==> src/rtl/uart_tx_msg_arbiter.sv <==
// ---------------------------------------------------------------------------
// uart_tx_msg_arbiter
//
// Shares one uart_tx byte transmitter among NUM_REQ packet sources (gesture
// result, periodic status, debug dump). Each grant takes one packet of one or
// two bytes. The bytes go to uart_tx over a tx_data/tx_valid/tx_busy handshake.
// A watchdog aborts the packet if the transmitter never reports busy.
//
// Ports
//   clk        : system clock
//   rst_n      : asynchronous active-low reset (synchronous release upstream)
//   req_valid  : per-requester packet-available flag, held until req_ready
//   req_data   : 16 bits per requester, byte0 = upper byte, byte1 = lower byte
//   req_len    : per-requester length, 0 = byte0 only, 1 = byte0 then byte1
//   req_ready  : one-cycle pulse, the packet of that requester has been latched
//   tx_data    : byte presented to uart_tx
//   tx_valid   : one-cycle start pulse to uart_tx
//   tx_busy    : uart_tx busy flag
//   active_id  : index of the requester being served
//   arb_busy   : high whenever the scheduler is not idle
//   err_count  : saturating count of busy-timeout aborts
// ---------------------------------------------------------------------------
module uart_tx_msg_arbiter #(
    parameter int NUM_REQ      = 3,
    parameter int BUSY_TIMEOUT = 16,
    localparam int ID_W        = $clog2(NUM_REQ)
) (
    input  logic                   clk,
    input  logic                   rst_n,
    input  logic [NUM_REQ-1:0]     req_valid,
    input  logic [16*NUM_REQ-1:0]  req_data,
    input  logic [NUM_REQ-1:0]     req_len,
    output logic [NUM_REQ-1:0]     req_ready,
    output logic [7:0]             tx_data,
    output logic                   tx_valid,
    input  logic                   tx_busy,
    output logic [ID_W-1:0]        active_id,
    output logic                   arb_busy,
    output logic [7:0]             err_count
);

    localparam int TMR_W = $clog2(BUSY_TIMEOUT);

    typedef enum logic [2:0] {
        ST_IDLE  = 3'd0,
        ST_SEND0 = 3'd1,
        ST_WAIT0 = 3'd2,
        ST_SEND1 = 3'd3,
        ST_WAIT1 = 3'd4
    } state_t;

    state_t             state_r,     state_s;
    logic [ID_W-1:0]    last_r,      last_s;
    logic [7:0]         byte0_r,     byte0_s;
    logic [7:0]         byte1_r,     byte1_s;
    logic               len_r,       len_s;
    logic [TMR_W-1:0]   timer_r,     timer_s;
    logic [7:0]         tx_data_r,   tx_data_s;
    logic               tx_valid_r,  tx_valid_s;
    logic [NUM_REQ-1:0] req_ready_r, req_ready_s;
    logic [ID_W-1:0]    active_id_r, active_id_s;
    logic               arb_busy_r,  arb_busy_s;
    logic [7:0]         err_count_r, err_count_s;

    logic               gnt_found_s;
    logic [ID_W-1:0]    gnt_id_s;
    logic [7:0]         gnt_b0_s;
    logic [7:0]         gnt_b1_s;
    logic               gnt_len_s;
    logic               timeout_s;

    // Error counter sticks at its maximum instead of wrapping to zero.
    function automatic logic [7:0] sat_inc8(input logic [7:0] value);
        if (value == 8'hFF) begin
            return value;
        end else begin
            return value + 8'd1;
        end
    endfunction

    // Round-robin search: priority distance k runs from lowest (NUM_REQ) to
    // highest (1) so the last matching assignment is the winner.
    always_comb begin
        gnt_found_s = 1'b0;
        gnt_id_s    = {ID_W{1'b0}};
        gnt_b0_s    = 8'h00;
        gnt_b1_s    = 8'h00;
        gnt_len_s   = 1'b0;
        for (int k = NUM_REQ; k >= 1; k--) begin
            for (int i = 0; i < NUM_REQ; i++) begin
                if (req_valid[i] &&
                    ((i == int'(last_r) + k) || (i == int'(last_r) + k - NUM_REQ))) begin
                    gnt_found_s = 1'b1;
                    gnt_id_s    = ID_W'(i);
                    gnt_b0_s    = req_data[16*i+8 +: 8];
                    gnt_b1_s    = req_data[16*i +: 8];
                    gnt_len_s   = req_len[i];
                end else begin
                    gnt_found_s = gnt_found_s;
                end
            end
        end
    end

    // Next-state and next-output logic for the scheduler FSM.
    always_comb begin
        state_s     = state_r;
        last_s      = last_r;
        byte0_s     = byte0_r;
        byte1_s     = byte1_r;
        len_s       = len_r;
        timer_s     = timer_r;
        tx_data_s   = tx_data_r;
        tx_valid_s  = 1'b0;
        req_ready_s = {NUM_REQ{1'b0}};
        active_id_s = active_id_r;
        err_count_s = err_count_r;
        timeout_s   = (timer_r == TMR_W'(BUSY_TIMEOUT - 1));

        case (state_r)
            ST_IDLE: begin
                if (gnt_found_s) begin
                    byte0_s     = gnt_b0_s;
                    byte1_s     = gnt_b1_s;
                    len_s       = gnt_len_s;
                    active_id_s = gnt_id_s;
                    last_s      = gnt_id_s;
                    req_ready_s = {{(NUM_REQ-1){1'b0}}, 1'b1} << gnt_id_s;
                    state_s     = ST_SEND0;
                end else begin
                    state_s = ST_IDLE;
                end
            end
            // A busy transmitter here means the previous byte is still
            // shifting out; wait indefinitely, the watchdog is not armed yet.
            ST_SEND0: begin
                if (!tx_busy) begin
                    tx_data_s  = byte0_r;
                    tx_valid_s = 1'b1;
                    timer_s    = {TMR_W{1'b0}};
                    state_s    = ST_WAIT0;
                end else begin
                    state_s = ST_SEND0;
                end
            end
            ST_WAIT0: begin
                if (tx_busy) begin
                    state_s = len_r ? ST_SEND1 : ST_IDLE;
                end else if (timeout_s) begin
                    err_count_s = sat_inc8(err_count_r);
                    state_s     = ST_IDLE;
                end else begin
                    timer_s = timer_r + TMR_W'(1'b1);
                end
            end
            ST_SEND1: begin
                if (!tx_busy) begin
                    tx_data_s  = byte1_r;
                    tx_valid_s = 1'b1;
                    timer_s    = {TMR_W{1'b0}};
                    state_s    = ST_WAIT1;
                end else begin
                    state_s = ST_SEND1;
                end
            end
            ST_WAIT1: begin
                if (tx_busy) begin
                    state_s = ST_IDLE;
                end else if (timeout_s) begin
                    err_count_s = sat_inc8(err_count_r);
                    state_s     = ST_IDLE;
                end else begin
                    timer_s = timer_r + TMR_W'(1'b1);
                end
            end
            default: begin
                state_s = ST_IDLE;
            end
        endcase

        arb_busy_s = (state_s != ST_IDLE);
    end

    // State and output registers; reset discards any in-flight packet.
    always_ff @(posedge clk or negedge rst_n) begin
        if (!rst_n) begin
            state_r     <= ST_IDLE;
            last_r      <= ID_W'(NUM_REQ - 1);
            byte0_r     <= 8'h00;
            byte1_r     <= 8'h00;
            len_r       <= 1'b0;
            timer_r     <= {TMR_W{1'b0}};
            tx_data_r   <= 8'h00;
            tx_valid_r  <= 1'b0;
            req_ready_r <= {NUM_REQ{1'b0}};
            active_id_r <= {ID_W{1'b0}};
            arb_busy_r  <= 1'b0;
            err_count_r <= 8'h00;
        end else begin
            state_r     <= state_s;
            last_r      <= last_s;
            byte0_r     <= byte0_s;
            byte1_r     <= byte1_s;
            len_r       <= len_s;
            timer_r     <= timer_s;
            tx_data_r   <= tx_data_s;
            tx_valid_r  <= tx_valid_s;
            req_ready_r <= req_ready_s;
            active_id_r <= active_id_s;
            arb_busy_r  <= arb_busy_s;
            err_count_r <= err_count_s;
        end
    end

    assign req_ready = req_ready_r;
    assign tx_data   = tx_data_r;
    assign tx_valid  = tx_valid_r;
    assign active_id = active_id_r;
    assign arb_busy  = arb_busy_r;
    assign err_count = err_count_r;

endmodule

==> config.mk <==
export PLATFORM = sky130hd
export DESIGN_NAME = uart_tx_msg_arbiter
export DESIGN_NICKNAME = d
export VERILOG_FILES = /design/src/rtl/uart_tx_msg_arbiter.sv
export SDC_FILE = /design/constraint.sdc
export NUM_CORES = 1
export LEC_CHECK = 0
export ABC_AREA = 0
export CAP_MARGIN = 10
export CORE_MARGIN = 3
export CORE_UTILIZATION = 55
export DETAILED_ROUTE_END_ITERATION = 8
export PLACE_DENSITY = 0.87
export SYNTH_ARGS = -nofsm -noshare
export SYNTH_HDL_FRONTEND = slang
export SYNTH_SLANG_ARGS = --single-unit
==> constraint.sdc <==
create_clock -name clk -period 5.7 [get_ports clk]
set_input_delay 1.14 -clock clk [delete_from_list [all_inputs] [get_ports clk]]
set_output_delay 1.14 -clock clk [all_outputs]
set_load 0.05 [all_outputs]
=== Yosys cells after proc, flatten, opt, wreduce, memory -nomap -nowiden ===
Cells that the tools add are included.

* Add/subtract/negate cells: 8
* Equality and inequality tests: 23
* Shift-type cells: 1
* Muxes and demuxes: 63
* Bitwise gates (word level): 2
* Reductions and logical operators: 34

{| class="wikitable"
|+ Operators by type and width
! kind !! number
|-
| $logic_not A32 Y1 || 6
|-
| $mux W8 || 20
|-
| $eq A2 B32 Y1 const A || 3
|-
| $eq A3 B32 Y1 const A || 3
|-
| $mux W1 || 22
|-
| $mux W2 || 9
|-
| $mux W3 || 6
|-
| $pmux W8 S2 || 1
|-
| $pmux W3 S5 || 1
|-
| $eq A2 B4 Y1 const A || 3
|-
| $eq A3 B4 Y1 const A || 3
|-
| $mux W4 || 3
|-
| $sub A3 B2 Y4 const B || 3
|-
| $ne A2 B2 Y1 const B || 5
|-
| $logic_and A1 B1 Y1 || 9
|-
| $logic_or A1 B1 Y1 || 9
|-
| $add A8 B1 Y8 const B || 1
|-
| $eq A8 B8 Y1 const B || 1
|-
| $pmux W4 S2 || 1
|-
| $reduce_and A4 Y1 || 2
|-
| $add A2 B2 Y3 const B || 2
|-
| $eq A3 B2 Y1 const B || 2
|-
| $add A4 B1 Y4 const B || 1
|-
| $eq A4 B4 Y1 const B || 1
|-
| other kinds (11) || 14
|}

* Register bits: 49
* Input bits: 57
* Output and inout bits: 23
* Logic and storage cells: 143

=== Longest topological paths before layout ===
* Depth after elaboration: 17
* Mapped depth: 8
* Depth with buffers taken out: 6

=== Worst setup path after synthesis ===
No wires, ideal clock.

* Path type: input-to-reg
* Start: input req_valid[0]
* End: register byte0_r[0]
* Setup time: 0.092 ns
* Arrival: 2.412 ns
* Data required time: 5.608 ns
* Path slack: 3.196 ns
* Stages: 6
* Buffers on the path: 2
* Cell sequence: buf_2 > and2_1 > o32ai_2 > clkbuf_1 > o22ai_1 > o31ai_2

* Cells in the longest elaborated chain, start to end: 11
* Elaborated cells on any way between the ends: 22
* Those cells by class: 18 x mux; 4 x reduce/logical

{| class="wikitable"
|+ Ends and longest elaborated chain
! item !! RTL line !! text
|-
| from (decl) || 30 || <nowiki>input logic [NUM_REQ-1:0] req_valid,</nowiki>
|-
| $logic_and A1 B1 Y1 || 91 || <nowiki>if (req_valid[i] &&</nowiki>
|-
| $mux W1 (9 in a row) || 91 ||
|-
| $reduce_and A2 Y1 (no source line) || -- ||
|-
| to (signal assigned) || 202 || <nowiki>byte0_r <= byte0_s;</nowiki>
|-
| to (decl) || 54 || <nowiki>logic [7:0] byte0_r, byte0_s;</nowiki>
|}

Parallel ways exist; a longest one is shown, timed or not.
A chain may end at the register's enable or synchronous reset.

=== Worst setup path in the final report ===
* Start: input req_valid[1]
* End: register byte0_r[6]

* Cells in the longest elaborated chain, start to end: 10
* Elaborated cells on any way between the ends: 20
* Those cells by class: 16 x mux; 4 x reduce/logical

{| class="wikitable"
|+ Ends and longest elaborated chain
! item !! RTL line
|-
| $logic_and A1 B1 Y1 || 91
|-
| $mux W1 (8 in a row) || 91
|-
| $reduce_and A2 Y1 (no source line) || --
|}

Parallel ways exist; a longest one is shown, timed or not.

==> impl_summary.md <==
Power and ir drop
The total power per unit cell area is between 400 and 500 mW/mm^2. The part of the power in the clock network is roughly 11%. The net load switching power is 1.00 mW. The peak supply drop is approximately 0.00031 V.

Internal power comes to between 1 and 1.5 mW. The share of total power dissipated in combinational logic is 61.5%. The sequential group share of total power is about 27%. The leakage power of the design is 1.75 nW.

Net switching is about half of the power.

Floorplan
The floorplan step defined a die boundary enclosing around 0.0073 sq mm. The number of placement rows is 28. The total I/O pin count is 80.

For this configuration, the core starts out at a cell density of around 58%. The die is approximately 86 um tall. The die width is between 80 and 90 um.

The core box area is between 0.006 and 0.007 sq mm.

Hold path
The worst hold path belongs to the class register to register.

Clock network
The longest clock path from root to sink contains 2 buffers. The clock tree root driver cell is sky130_fd_sc_hd__clkbuf_8. The number of cells upsized or downsized after cts is 0. The clock transition time at the flip-flop clock pins of the worst setup and hold paths is ~0.10 ns.

The number of clock buffers added by TritonCTS is 5. The number of buffers added for setup after CTS is 0. The number of sinks on the clock net is 48. CTS built an H-tree with a depth of 2. TritonCTS built the clock tree.

For this design, the CTS-stage hold fixing added 0 buffers. The clock reaches the later pin of the worst-skew pair after approximately 0.32 ns.

Timing
Setup repair after global routing left no endpoint under its margin. Dividing the final minimum period by the clock period gives between 60% and 70%. The count of final setup violators is 0. The worst slew margin relative to its limit is 19.0%. The total count of max-transition violations in the final report is 0. The post-route setup TNS is 0 ns.

The final number of hold-violating endpoints was 0. At the pin with the least slew margin, the transition time is 1.21 ns. The final hold slack is 0.494 ns.

Subtracting the final worst setup slack from the clock period gives between 3 and 4 ns. In the post-route analysis, the smallest setup slack over all paths is 1.80 ns. Between clock sinks in the finished design, the worst skew comes to around 0.011 ns.

The maximum clock frequency is 0.256 GHz.

Layout
The number of nets at the end of the flow is between 400 and 500. The synthesis-to-layout area growth is 23.4%. The library cells used most frequently in the layout, excluding fill and tap cells, are sky130_fd_sc_hd__clkdlybuf4s50_1 (78), sky130_fd_sc_hd__dfrtp_1 (47), sky130_fd_sc_hd__a21oi_1 (31), sky130_fd_sc_hd__nor2_1 (26), sky130_fd_sc_hd__mux2i_1 (25).

The most common library cell in the layout ignoring fill and taps is sky130_fd_sc_hd__clkdlybuf4s50_1. The number of antenna diodes in the final layout is 0. The post-route netlist has 10.8% of its cells at a drive strength greater than 1.

The layout has around 460 filler cells.

Yosys
Yosys printed 0 warnings. After synthesis the netlist holds a flip-flop and latch count of between 40 and 50. The number of nets in the synthesized netlist is 444. The number of distinct standard cells referenced by the synthesized netlist is 57. The combined area of all synthesized cells is 0.00348 sq mm. The post-synthesis async set-or-reset flop share is 100%. The instance count of the mapped netlist is around 380.

Of the synthesized area, sequential elements account for 34.6%. The mean area per synthesized cell is a little over 9 sq um. The main flop type after synthesis is sky130_fd_sc_hd__dfrtp_1. The number of enable-type register cells in the synthesized netlist is 0.

Placement
The number of I/O port buffers is slightly below 80. The post-DP HPWL is 6890 um. Prior to clock tree synthesis, the placed netlist has a worst setup slack of 1.54 ns. Routability-driven placement finished with a final weighted congestion of about 0.86.

Setup path
The critical path class is input port to register. The worst endpoint required time is ~5.9 ns. At the worst endpoint, the arrival time is approximately 4 ns.

STA classifies the critical path startpoint as an input port. The sort of element at the end of the critical path is a register. The largest fanout of any net on the critical path is 28.

Run status
The run finished with clean final reports.

Route
The number of nets still failing antenna checks after routing is 0. The first routing iteration left around 350 violations. The number of remaining DRC errors is 0.

The routed design has just over 10000 um of wire. The overall via count from detail_route is 3479. The average routed wire per standard cell is 19.7 um. The first detailed-routing pass took 8 iterations. Using the TritonRoute via totals, the vias-per-cell ratio works out to a little under 7.

Global routing
The maximum number of pins on one net before global-route repair is 49. In the global route stage, overall resource usage came out at between 20% and 30%. The aggregate global routing overflow is 0. The number of global-route vias before repair is 3301. The initial antenna violation count is 0. The first global-routing pass estimated 16300 um of wire.

Run
The number of maximum-capacitance violations is 0.
per-layer routing:
layer	up-vias	GRT usage, %	part of all wire, %
met5	-	0	0
met4	0	11.5	3.0
met3	33	5.00	8.9
met2	222	44.5	48
met1	1651	37.2	40
li1	1573	-	-
kinds of logic after synthesis:
logic type | synth area share [%]
AOI/OAI and AO/OA | 29.2
and+or+nand+nor | 18.0
DFF | 34.6
buffers and inverters | 6.01
muxes | 8.17
xor gates and xnor gates | 2.27
adders and majority gates | 1.80
synthesized netlist by cell type (5+ instances only):
| cell type | n | area [sq um] |
|---|---|---|
| sky130_fd_sc_hd__o21ai_0 | 10 | 50.1 |
| sky130_fd_sc_hd__a31o_2 | 14 | 123 |
| sky130_fd_sc_hd__clkbuf_1 | 21 | 78.8 |
| sky130_fd_sc_hd__ha_1 | 5 | 62.6 |
| sky130_fd_sc_hd__o31ai_1 | 6 | 45.0 |
| sky130_fd_sc_hd__nor2_1 | 26 | 97.6 |
| sky130_fd_sc_hd__dfrtp_1 | 47 | 1180 |
| sky130_fd_sc_hd__mux2i_1 | 25 | 250 |
| sky130_fd_sc_hd__buf_2 | 8 | 40.0 |
| sky130_fd_sc_hd__o31ai_2 | 10 | 125 |
| sky130_fd_sc_hd__and2_1 | 5 | 31.3 |
| sky130_fd_sc_hd__o211ai_1 | 5 | 37.5 |
| sky130_fd_sc_hd__a32oi_1 | 14 | 123 |
| sky130_fd_sc_hd__nor3_1 | 18 | 90.1 |
| sky130_fd_sc_hd__buf_6 | 5 | 56.3 |
| sky130_fd_sc_hd__nand3_1 | 11 | 55.1 |
| sky130_fd_sc_hd__a21oi_1 | 31 | 155 |
| sky130_fd_sc_hd__xnor2_1 | 9 | 78.8 |
| sky130_fd_sc_hd__nand2_1 | 10 | 37.5 |
| sky130_fd_sc_hd__o22ai_1 | 16 | 100 |
| sky130_fd_sc_hd__and3_1 | 19 | 119 |
| sky130_fd_sc_hd__inv_1 | 5 | 18.8 |
critical path, cell delays in order:
cell and delay, ns:
sky130_fd_sc_hd__clkdlybuf4s50_1 1.16, sky130_fd_sc_hd__o21bai_1 0.32, sky130_fd_sc_hd__a211oi_4 0.56, sky130_fd_sc_hd__buf_4 0.39
sky130_fd_sc_hd__nand2b_4 0.22, sky130_fd_sc_hd__o31ai_1 0.32
worst paths after layout:
kind	start	end	slack, ns	cells past startpoint
max in group asynchronous	rst_n	err_count[3]	3.99	1
hold reg to reg	active_id[1]	active_id[1]	0.49	2
min in group asynchronous	rst_n	timer_r[2]	1.03	1
setup reg to reg	last_r[1]	byte0_r[1]	2.37	5
setup / recovery	req_valid[1]	byte0_r[6]	1.80	6
hold / removal	active_id[1]	active_id[1]	0.49	2
per-stage QoR:
step	utilization, %	instances	instance area, sq um	power (mW)
after CTS	71.2	511	4290	2.05
final	71.2	511	4290	2.06
after global routing	71.2	511	4290	2.19
after global placement	69.6	503	4190	1.78
after floorplan	-	382	3480	1.52
after detailed placement	69.6	503	4190	1.82
registers in the layout, summed over array words and instances, names as in the netlist:
signal     flops
active_id      1
arb_busy       1
byte0_r        8
byte1_r        8
err_count      8
last_r         2
len_r          1
req_ready      3
state_r        3
timer_r        4
tx_data        8
tx_valid       1
area by class of cell:
| class | count | area [sq um] | area share [%] |
|---|---|---|---|
| sequential | 48 | 1200 | 28.0 |
| timing repair buffer | 82 | 808 | 18.8 |
| multi-input combinational | 292 | 2070 | 48.2 |
| clock buffer | 6 | 82.6 | 1.92 |
| tap | 75 | 93.8 | 2.19 |
| inverter | 6 | 22.5 | 0.525 |
| clock inverter | 2 | 15.0 | 0.350 |
power groups by stage:
stage / combinational, mW / sequential [mW] / clock [mW]
after floorplan: 0.842 / 0.679 / 0
after global placement: 1.21 / 0.563 / 0
after detailed placement: 1.25 / 0.567 / 0
after CTS: 1.25 / 0.562 / 0.229
after global routing: 1.36 / 0.580 / 0.242
final: 1.27 / 0.564 / 0.230
(Power assumes the default switching activity.)
